## src/rtl/sfifo_param.sv

```systemverilog
// Single-clock parametrised FIFO with inferred simple dual-port RAM (registered read),
// selectable show-ahead or normal read mode, used-word count, and sticky error flags.
module sfifo_param #(
    parameter int ShowHead    = 1,
    parameter int DataWidth   = 8,
    parameter int DataDepth   = 16,
    parameter int RAMAddWidth = 4,
    parameter int ALFull      = 1,
    parameter int ALEmpty     = 2
) (
    input  logic                   clk,
    input  logic                   sclr,
    input  logic [DataWidth-1:0]   data,
    input  logic                   wrreq,
    input  logic                   rdreq,
    input  logic                   err_clr,
    output logic [DataWidth-1:0]   q,
    output logic                   full,
    output logic                   almfull,
    output logic                   empty,
    output logic                   almempty,
    output logic [RAMAddWidth:0]   usedw,
    output logic                   overflow,
    output logic                   underflow
);
    localparam int CW = RAMAddWidth + 1;
    localparam logic [CW-1:0]          DEPTH_C = CW'(DataDepth);
    localparam logic [CW-1:0]          AF_THR  = CW'(DataDepth - ALFull);
    localparam logic [CW-1:0]          AE_THR  = CW'(ALEmpty);
    localparam logic [RAMAddWidth-1:0] PTR_ONE = RAMAddWidth'(1);

    logic [DataWidth-1:0]   r_mem [DataDepth];
    logic [DataWidth-1:0]   r_ram_q;
    logic [RAMAddWidth-1:0] r_wr_ptr;
    logic [RAMAddWidth-1:0] r_rd_ptr;
    logic [CW-1:0]          r_usedw;
    logic [CW-1:0]          w_usedw_next;
    logic                   r_full;
    logic                   r_almfull;
    logic                   r_empty;
    logic                   r_almempty;
    logic                   r_overflow;
    logic                   r_underflow;
    logic                   w_wr_acc;
    logic                   w_rd_acc;
    logic                   w_ram_re;
    logic                   w_empty_next;

    // Requests during the reset cycle are ignored entirely.
    assign w_wr_acc     = wrreq & ~r_full & ~sclr;
    assign w_rd_acc     = rdreq & ~r_empty & ~sclr;
    assign w_usedw_next = r_usedw + CW'(w_wr_acc) - CW'(w_rd_acc);

    always_ff @(posedge clk) begin
        if (w_wr_acc) begin
            r_mem[r_wr_ptr] <= data;
        end
    end

    always_ff @(posedge clk) begin
        if (sclr) begin
            r_ram_q <= '0;
        end else if (w_ram_re) begin
            r_ram_q <= r_mem[r_rd_ptr];
        end
    end

    always_ff @(posedge clk) begin
        if (sclr) begin
            r_wr_ptr    <= '0;
            r_rd_ptr    <= '0;
            r_usedw     <= '0;
            r_full      <= 1'b0;
            r_almfull   <= 1'b0;
            r_empty     <= 1'b1;
            r_almempty  <= 1'b1;
            r_overflow  <= 1'b0;
            r_underflow <= 1'b0;
        end else begin
            if (w_wr_acc) begin
                r_wr_ptr <= r_wr_ptr + PTR_ONE;
            end
            if (w_ram_re) begin
                r_rd_ptr <= r_rd_ptr + PTR_ONE;
            end
            r_usedw     <= w_usedw_next;
            r_full      <= (w_usedw_next == DEPTH_C);
            r_almfull   <= (w_usedw_next >= AF_THR);
            r_almempty  <= (w_usedw_next <= AE_THR);
            r_empty     <= w_empty_next;
            // A new error wins over a simultaneous clear.
            r_overflow  <= (wrreq & r_full) | (r_overflow & ~err_clr);
            r_underflow <= (rdreq & r_empty) | (r_underflow & ~err_clr);
        end
    end

    generate
        if (ShowHead != 0) begin : g_show_ahead
            // The RAM output register is the head stage; r_empty doubles as ~stage_valid.
            logic          w_stage_valid;
            logic [CW-1:0] w_ram_cnt;

            assign w_stage_valid = ~r_empty;
            assign w_ram_cnt     = r_usedw - CW'(w_stage_valid);
            assign w_ram_re      = (w_ram_cnt != '0) & (r_empty | w_rd_acc) & ~sclr;
            assign w_empty_next  = ~(w_ram_re | (w_stage_valid & ~w_rd_acc));
            assign q             = r_ram_q;
        end else begin : g_normal
            logic                 r_rd_pend;
            logic [DataWidth-1:0] r_q;

            assign w_ram_re     = w_rd_acc;
            assign w_empty_next = (w_usedw_next == '0);
            assign q            = r_q;

            always_ff @(posedge clk) begin
                if (sclr) begin
                    r_rd_pend <= 1'b0;
                    r_q       <= '0;
                end else begin
                    r_rd_pend <= w_rd_acc;
                    if (r_rd_pend) begin
                        r_q <= r_ram_q;
                    end
                end
            end
        end
    endgenerate

    assign full      = r_full;
    assign almfull   = r_almfull;
    assign empty     = r_empty;
    assign almempty  = r_almempty;
    assign usedw     = r_usedw;
    assign overflow  = r_overflow;
    assign underflow = r_underflow;

endmodule
```

## config.mk

```make
export PLATFORM = sky130hd
export DESIGN_NAME = sfifo_param
export DESIGN_NICKNAME = d
export VERILOG_FILES = /design/src/rtl/sfifo_param.sv
export SDC_FILE = /design/constraint.sdc
export NUM_CORES = 1
export LEC_CHECK = 0
export ABC_AREA = 1
export BUFFER_PORTS_ARGS = -buffer_cell sky130_fd_sc_hd__clkbuf_2
export CAP_MARGIN = 10
export CORE_ASPECT_RATIO = 0.75
export CORE_UTILIZATION = 55
export DETAILED_ROUTE_END_ITERATION = 8
export PLACE_DENSITY = 0.71
export SLEW_MARGIN = 30
export SYNTH_ARGS = -nofsm -noshare
export SYNTH_HDL_FRONTEND = slang
export SYNTH_SLANG_ARGS = --single-unit
```

## constraint.sdc

```tcl
create_clock -name clk -period 2.1 [get_ports clk]
set_clock_uncertainty 0.2 [all_clocks]
set_input_delay 0.315 -clock clk [delete_from_list [all_inputs] [get_ports clk]]
set_output_delay 0.315 -clock clk [all_outputs]
set_load 0.01 [all_outputs]
```

==> impl_metrics.env, run 1 <==
export IMPL_status="finished with violations"
export IMPL_violations="setup timing"
export IMPL_syn_cell_area_sq_mm=0.00695
export IMPL_clkLatencyLatePin_ns=0.42
export IMPL_relSlewSlack_pct=59.3
export IMPL_worstSetupPathType="reg -> reg"
export IMPL_grt_pass1_wl_mm=24.9
export IMPL_critical_path_slowest_cell="fa_2"
export IMPL_cp_start_kind="register"
export IMPL_drv_slew=0
export IMPL_grt_max_degree=45
export IMPL_rows=35
export IMPL_ys_top_cells_by_area="edfxtp_1 (55%), nand2_1 (12%), nand3_1 (8.0%), dfxtp_1 (7.8%), inv_1 (6.8%)"
export IMPL_synth_cells=716
export IMPL_drt_iter0_drc=520
export IMPL_path_cells="nor2_4 -> inv_2 -> ha_4 -> inv_2 -> ha_4 -> fa_2 -> nand3_2 -> nand2_2 -> xor2_1 -> nor2_1 -> nand2_1 -> nand2_1"
export IMPL_power_density_mw_per_mm2=1090
export IMPL_grt_usage_pct=25.9
export IMPL_final_period_utilization_pct=102
export IMPL_synth_seq_cells=155
export IMPL_syn_area_per_cell_sq_um=9.71
export IMPL_setup_violations=1
export IMPL_dpl_hpwl_mm=10.4
export IMPL_leakage_nw=3.60
export IMPL_netlist_area_leader_share_pct=55.3
export IMPL_seqPwrFrac_pct=41.1
export IMPL_fp_coreArea_sq_mm=0.0123
export IMPL_power_frac_comb_pct=25.5
export IMPL_cap_violations=0
export IMPL_hold_buffers=0
export IMPL_cp_end_kind="register"
export IMPL_ios=32
export IMPL_fin_util_pct=66.0
export IMPL_synth_top_cells_by_count="nand2_1 (216), edfxtp_1 (128), inv_1 (125)"
export IMPL_crit_arrival_ns=2.31
export IMPL_synth_ff_type="edfxtp_1"
export IMPL_vias=4974
export IMPL_rsz0062_at_grt="true"
export IMPL_dp_slack_ns=-0.326
export IMPL_antenna_cells=0
export IMPL_die_area_sq_mm=0.0131
export IMPL_gr_total_overflow=0
export IMPL_synth_edf_count=128
export IMPL_irDropWorstVdd_uv=810
export IMPL_wl_per_cell_um=16.7
export IMPL_cts_buffers=17
export IMPL_dr_pass1_iters=5
export IMPL_yosysSeqAreaShare_pct=63.1
export IMPL_hold_ws_ns=0.0175
export IMPL_maxClockFrequency_mhz=466
export IMPL_dp_cells=918
export IMPL_swShare_pct=31.6
export IMPL_cts_tree="built"
export IMPL_syn2layout_area_growth_pct=16.9
export IMPL_internal_power_w=0.00608
export IMPL_numClockSinks=155
export IMPL_antenna_found_initial=0
export IMPL_ant_nets=0
export IMPL_clock_power_share_pct=33.4
export IMPL_drc=0
export IMPL_routed_wl_mm=15.9
export IMPL_required_ns=2.26
export IMPL_hold_viol=0
export IMPL_yosysWarnings=0
export IMPL_p_sw_w=0.00281
export IMPL_post_route_min_period_ns=2.14
export IMPL_nets=803
export IMPL_final_cells=955
export IMPL_drive_gt1_share_pct=16.3
export IMPL_worst_slack_ns=-0.0446
export IMPL_worstMarginPinSlew_ns=0.610
export IMPL_htreeDepth=4
export IMPL_avgViaCountPerCell=5.21
export IMPL_yosysMostFrequentCell="nand2_1"
export IMPL_clockBufferDepth=2
export IMPL_ys_types=27
export IMPL_clk_pin_slew_ns=0.06
export IMPL_syn_nets=743
export IMPL_globalplace_congestion=0.875
export IMPL_critPathMaxStageDelay_ns=0.37
export IMPL_cp_max_fo=2
export IMPL_clock_root_buffer="clkbuf_16"
export IMPL_die_h_um=99.4
export IMPL_report_power_total_w=0.00890
export IMPL_start_util_pct=56.5
export IMPL_yosysTopAreaCell="edfxtp_1"
export IMPL_hold_path_class="in -> reg"
export IMPL_die_w_um=132
export IMPL_grt_pass1_vias=4560
export IMPL_io_buffers=31
export IMPL_async_reset_ff_share_pct=0
==> path summary, 6_finish.rpt <==
path,startpoint,end,slack (ns),cells after the start
max,full,almempty,-0.04,12
min,rdreq,underflow,0.02,3
max reg2reg,full,almempty,-0.04,12
min reg2reg,q[4],q[4],0.26,2
==> timing repair <==
item | in CTS | in global routing
cloned | 0 | 0
hold endpoints to repair | 0 | 0
pin swaps | 2 | 3
gates resized for setup | 2 | 5
buffers inserted | 1 | 4
endpoints found under the setup margin | 4 | 17
==> layout by cell type, fill, tap and decap left out, types with 4 or more instances in the layout <==
| cell | instances |
|---|---|
| a21oi_1 | 7 |
| buf_4 | 35 |
| clkbuf_16 | 17 |
| clkbuf_2 | 31 |
| clkinv_4 | 4 |
| dfxtp_1 | 24 |
| edfxtp_1 | 128 |
| ha_1 | 10 |
| inv_1 | 123 |
| inv_2 | 4 |
| nand2_1 | 214 |
| nand3_1 | 110 |
| nand3_2 | 6 |
| nor2_1 | 27 |
| o21ai_0 | 6 |
==> power groups by stage <==
stage | Combinational [W] | Sequential [W] | Clock [W]
after floorplan | 0.00141 | 0.00375 | 0
after detailed placement | 0.00214 | 0.00371 | 0
after global routing | 0.00251 | 0.00367 | 0.00312
after global placement | 0.00209 | 0.00370 | 0
final | 0.00227 | 0.00366 | 0.00297
after CTS | 0.00219 | 0.00365 | 0.00297
==> flip-flops by register name, summed over array words and instances (netlist names) <==
signal and flops:
usedw 5, almempty 1, r_rd_ptr 4, r_mem 128, empty 1, full 1
overflow 1, almfull 1, r_wr_ptr 4, q 8, underflow 1
==> logic make-up after synthesis <==
| family | share of synthesized area, % |
|---|---|
| simple gates | 23.2 |
| flops | 63.1 |
| xor+xnor | 0.630 |
| buf+inv | 9.45 |
| compound gates | 1.04 |
| fa+ha+maj | 2.63 |
==> worst max-delay path, delay by kind of cell (launching register included) <==
kind / cells / cell delay (ns)
DFF: 1 / 0.36
buffers and inverters: 2 / 0.10
xor gates and xnor gates: 1 / 0.15
and+or+nand+nor: 6 / 0.51
adders and majority gates: 3 / 0.78
==> per-layer routing <==
layer	track usage (%)	share of wire, %	vias to the layer above
met5	0	0	-
met4	7.78	1.4	0
met3	5.40	8.7	21
met2	40.1	46	204
met1	37.0	44	2334
li1	-	-	2415
==> final cells by class <==
class / count / area (sq um)
clock buffers: 18 / 429
clock inverters: 14 / 149
fillers: 938 / 4180
inverters: 129 / 500
multi-input cells: 404 / 1970
flip-flops and latches: 155 / 4390
well taps: 166 / 208
repair buffers: 69 / 478
==> per-stage QoR <==
step | cell area (sq um) | setup TNS (ns)
finish | 8130 | -0.0446
floorplan | 7010 | -0.196
detailed placement | 7490 | -1.49
global placement | 7490 | -1.18
global route | 8130 | -0.282
CTS | 8080 | 0
Note: power is estimated with default switching activity, not from simulation.
==> inputs of run 2 (changes only) <==
CORE_UTILIZATION = 57   (was 55)
CTS_BUF_LIST = sky130_fd_sc_hd__clkbuf_8   (was not set)
PLACE_DENSITY = 0.74   (was 0.71)
==> run 2 against run 1 <==
Net effect:
- the flow still finishes with violations (setup timing)
- clock-buffer cell count rose by 1
- worst setup slack lost 0.022 ns
- combinational power barely moved
- critical path depth down 1
- first-iteration DRC count is 10% lower
- maximum frequency fell by 1.0%
- cell area shrank 0.62%
- via count is 0.58% higher
- hold slack gained 0.11 ns
- global-route usage increased by 0.70 points
- sequential cell count unchanged
- sequential power about the same
- highest routed layer unchanged
==> impl_metrics.env, run 2 (same netlist as run 1, synthesis figures left out) <==
export IMPL_relSlewSlack_pct=61.9
export IMPL_cts_buffers=17
export IMPL_dpl_cell_area_sq_mm=0.00747
export IMPL_regMostFlops="r_mem"
export IMPL_n_fill_cell=889
export IMPL_hold_path_class="in -> reg"
export IMPL_cp_start_kind="register"
export IMPL_clk_pin_slew_ns=0.09
export IMPL_worstSetupPathType="reg -> reg"
export IMPL_fp_coreArea_sq_mm=0.0117
export IMPL_drv_slew=0
export IMPL_avgViaCountPerCell=5.23
export IMPL_leakage_nw=3.60
export IMPL_crit_arrival_ns=2.35
export IMPL_drive_gt1_share_pct=17.6
export IMPL_antenna_cells=0
export IMPL_final_period_utilization_pct=103
export IMPL_power_density_mw_per_mm2=1050
export IMPL_rows=34
export IMPL_io_buffers=31
export IMPL_design_area_sq_mm=0.00808
export IMPL_clockBufferDepth=2
export IMPL_grt_pass1_wl_mm=24.4
export IMPL_violations="setup timing"
export IMPL_cap_violations=0
export IMPL_numClockSinks=155
export IMPL_htreeDepth=4
export IMPL_largest_reg_flops=128
export IMPL_setup_violations=32
export IMPL_die_w_um=130
export IMPL_irDropWorstVdd_uv=613
export IMPL_rsz0062_at_grt="true"
export IMPL_cp_end_kind="register"
export IMPL_grt_pass1_vias=4684
export IMPL_required_ns=2.28
export IMPL_dr_pass1_iters=5
export IMPL_die_h_um=97.6
export IMPL_cp_max_fo=3
export IMPL_grt_max_degree=49
export IMPL_cts_tree="built"
export IMPL_dp_cells=914
export IMPL_ios=32
export IMPL_post_route_min_period_ns=2.17
export IMPL_gr_total_overflow=0
export IMPL_globalplace_congestion=0.894
export IMPL_dpl_hpwl_mm=10.1
export IMPL_clkLatencyLatePin_ns=0.44
export IMPL_antenna_found_initial=0
export IMPL_drc=0
export IMPL_hold_viol=0
export IMPL_maxClockFrequency_mhz=462
export IMPL_grt_usage_pct=26.6
export IMPL_start_util_pct=59.2
export IMPL_dp_slack_ns=-0.325
export IMPL_routed_wl_mm=15.7
export IMPL_layout_commonest_cell="nand2_1"
export IMPL_nets=809
export IMPL_ant_nets=0
export IMPL_syn2layout_area_growth_pct=16.2
export IMPL_final_cell_mix="nand2_1 (210), edfxtp_1 (128), inv_1 (122)"
export IMPL_vias=5003
export IMPL_wl_per_cell_um=16.4
export IMPL_clock_root_buffer="clkbuf_8"
export IMPL_worst_slack_ns=-0.0667
export IMPL_status="finished with violations"
export IMPL_tns_ns=-0.532
export IMPL_final_cells=957
export IMPL_drt_iter0_drc=468
export IMPL_worstMarginPinSlew_ns=0.570
export IMPL_die_area_sq_mm=0.0126
-- run 2: worst paths after layout --
path	from	end	slack [ns]	depth (start not counted)
hold / removal	data[0]	r_mem[9][0]	0.13	1
setup reg to reg	full	full	-0.07	11
setup / recovery	full	full	-0.07	11
hold reg to reg	q[5]	q[5]	0.27	2
-- run 2: final cells by class --
cell class              instances  area (sq um)  area share, %
well taps                     162           203           2.51
clock inverters                13           188           2.32
inverters                     129           500           6.20
flip-flops and latches        155          4390           54.3
clock buffers                  19           262           3.24
multi-input cells             404          2000           24.8
repair buffers                 75           537           6.64
-- run 2: repair_timing --
action,4_1_cts,5_1_grt
pin swaps,5,8
buffers inserted,6,2
endpoints found under the setup margin,3,14
hold buffers,3,0
hold endpoints to repair,2,0
gates resized for setup,2,18
-- run 2: stage by stage --
stage | power (W) | util, % | hold WS (ns)
after CTS | 0.00834 | 68.1 | 0.127
after global placement | 0.00574 | 63.7 | 0.256
after global routing | 0.00885 | 68.8 | 0.125
after detailed placement | 0.00582 | 63.7 | 0.266
final | 0.00845 | 68.8 | 0.126
after floorplan | 0.00516 | - | 0.214
-- run 2: where the power goes --
group | internal [W] | switching, W
clock | 0.00137 | 0.00113
combinational | 0.000820 | 0.00146
sequential | 0.00352 | 0.000154
-- run 2: metal layers --
metal / vias up / GRT usage, % / routed length (um)
li1: 2422 / - / -
met1: 2361 / 36.5 / 6850
met2: 188 / 42.5 / 7420
met3: 32 / 5.45 / 1080
met4: 0 / 8.50 / 330
met5: - / 0 / 0
-- run 2: critical path: stages (launching register included) --
cell and delay (ns):
dfxtp_2 0.34, nor2_4 0.13, inv_2 0.06, ha_4 0.26, inv_2 0.03, ha_4 0.16
fa_2 0.42, nand3_2 0.09, nand2_2 0.06, xor2_2 0.17, nand2_2 0.10, nor2_1 0.09
==> inputs of run 3 (changes only) <==
CORE_ASPECT_RATIO = 1.75   (was 0.75)
==> run 3 against run 2 <==
Net effect:
- wire length shrank 1.3%
- combinational power shrank 3%
- the flow still finishes with violations (setup timing)
- clock power shrank 4%
- via count grew 2.6%
- final cell count shrank 2.5%
==> impl_metrics.env, run 3 (same netlist as run 1, synthesis figures left out) <==
export IMPL_nets=810
export IMPL_whs_path_depth=1
export IMPL_reg2reg_slack_ns=-0.07
export IMPL_reg2reg_depth=11
export IMPL_status="finished with violations"
export IMPL_grt_pass1_wl_mm=24.4
export IMPL_maxClockFrequency_mhz=461
export IMPL_clkLatencyLatePin_ns=0.44
export IMPL_syn2layout_area_growth_pct=15.0
export IMPL_final_period_utilization_pct=103
export IMPL_leakage_nw=3.56
export IMPL_worstMarginPinSlew_ns=0.571
export IMPL_dpl_cell_area_sq_mm=0.00746
export IMPL_worst_slack_ns=-0.0677
export IMPL_swShare_pct=32.4
export IMPL_hold_path_class="in -> reg"
export IMPL_drv_slew=0
export IMPL_cp_max_fo=3
export IMPL_internal_power_w=0.00559
export IMPL_die_area_sq_mm=0.0127
export IMPL_setup_violations=4
export IMPL_dp_slack_ns=-0.353
export IMPL_rows=53
export IMPL_worstSetupPathType="reg -> reg"
export IMPL_n_fill_cell=878
export IMPL_relSlewSlack_pct=61.9
export IMPL_irDropWorstVdd_uv=1010
export IMPL_layout_commonest_cell="nand2_1"
export IMPL_grt_max_degree=49
export IMPL_regMostFlops="r_mem"
export IMPL_clock_root_buffer="clkbuf_8"
export IMPL_grt_pass1_vias=5085
export IMPL_rsz0062_at_grt="true"
export IMPL_largest_reg_flops=128
export IMPL_p_sw_w=0.00268
export IMPL_hold_viol=0
export IMPL_dr_pass1_iters=5
export IMPL_cap_violations=0
export IMPL_grt_usage_pct=26.1
export IMPL_clk_pin_slew_ns=0.09
export IMPL_report_power_total_w=0.00827
export IMPL_ant_nets=0
export IMPL_vias=5131
export IMPL_seqPwrFrac_pct=44.3
export IMPL_required_ns=2.28
export IMPL_io_buffers=31
export IMPL_wl_per_cell_um=16.6
export IMPL_htreeDepth=4
export IMPL_post_route_min_period_ns=2.17
export IMPL_fp_coreArea_sq_mm=0.0119
export IMPL_min_from="data[5]"
export IMPL_design_area_sq_mm=0.00799
export IMPL_cts_buffers=17
export IMPL_avgViaCountPerCell=5.50
export IMPL_hold_end="r_mem[7][5]"
export IMPL_ios=32
export IMPL_multi_input_area_sq_mm=0.00199
export IMPL_die_w_um=85.5
export IMPL_cp_end_kind="register"
export IMPL_start_util_pct=58.2
export IMPL_globalplace_congestion=0.819
export IMPL_r2r_end="full"
export IMPL_antenna_cells=0
export IMPL_crit_arrival_ns=2.34
export IMPL_die_h_um=148
export IMPL_antenna_found_initial=0
export IMPL_numClockSinks=155
export IMPL_clock_power_share_pct=28.9
export IMPL_routed_wl_mm=15.5
export IMPL_drive_gt1_share_pct=17.1
export IMPL_timing_rr_start="full"
export IMPL_dpl_hpwl_mm=10.4
export IMPL_cp_start_kind="register"
export IMPL_drt_iter0_drc=355
export IMPL_power_density_mw_per_mm2=1030
export IMPL_seq_area_sq_mm=0.00439
export IMPL_drc=0
export IMPL_gr_total_overflow=0
export IMPL_final_cell_mix="nand2_1 (213), edfxtp_1 (128), inv_1 (122)"
export IMPL_violations="setup timing"
export IMPL_power_frac_comb_pct=26.8
export IMPL_clockBufferDepth=2
export IMPL_cts_tree="built"
run 3: power by group through the flow:
stage	registers, W	clock network [W]	logic [W]
final	0.00366	0.00239	0.00221
after global routing	0.00368	0.00255	0.00246
after floorplan	0.00375	0	0.00141
after detailed placement	0.00372	0	0.00207
after CTS	0.00366	0.00241	0.00209
after global placement	0.00372	0	0.00198
run 3: metal layers:
metal / part of all wire [%] / vias up / track usage, %
li1: - / 2423 / -
met1: 35 / 2418 / 27.9
met2: 54 / 226 / 46.0
met3: 5.1 / 64 / 5.77
met4: 5.6 / 0 / 16.8
met5: 0 / - / 0
run 3: layout make-up:
| cell class | instances | share of cell area (%) |
|---|---|---|
| Clock buffer | 17 | 2.93 |
| Clock inverter | 15 | 2.46 |
| Inverter | 129 | 6.26 |
| Multi-Input combinational cell | 405 | 24.9 |
| Sequential cell | 155 | 54.9 |
| Tap cell | 137 | 2.14 |
| Timing Repair Buffer | 75 | 6.35 |
run 3: critical path: stages (launching register included):
cell and delay, ns:
dfxtp_4 0.37, nor2_4 0.11, inv_2 0.06, ha_4 0.25
inv_2 0.04, ha_4 0.16, fa_2 0.39, nand3_2 0.08
nand2_2 0.06, xor2_2 0.17, nand2_2 0.10, nor2_2 0.12
run 3: what timing repair did:
action	CTS	global route
hold buffers	4	0
endpoints found under the hold margin	2	0
endpoints found under the setup margin	4	13
gates cloned	0	1
gates resized for setup	3	9
pin swaps	3	9
buffers inserted	1	2
run 3: worst max path at each step:
stage,start,end,slack (ns),cells past startpoint
after floorplan,sclr,almempty,-0.07,14
after global placement,sclr,almempty,-0.31,15
after detailed placement,sclr,full,-0.35,14
after CTS,full,full,-0.04,11
after global routing,full,full,-0.17,11
final,full,full,-0.07,11
run 3: stage by stage:
step / setup TNS, ns / utilization (%) / instances / hold slack, ns
2_1_floorplan: -0.196 / - / 716 / 0.214
3_3_place_gp: -1.25 / 62.5 / 893 / 0.266
3_5_place_dp: -1.98 / 62.5 / 893 / 0.264
4_1_cts: -0.0597 / 66.6 / 930 / 0.129
5_1_grt: -0.574 / 67.0 / 933 / 0.125
6_report: -0.208 / 67.0 / 933 / 0.137
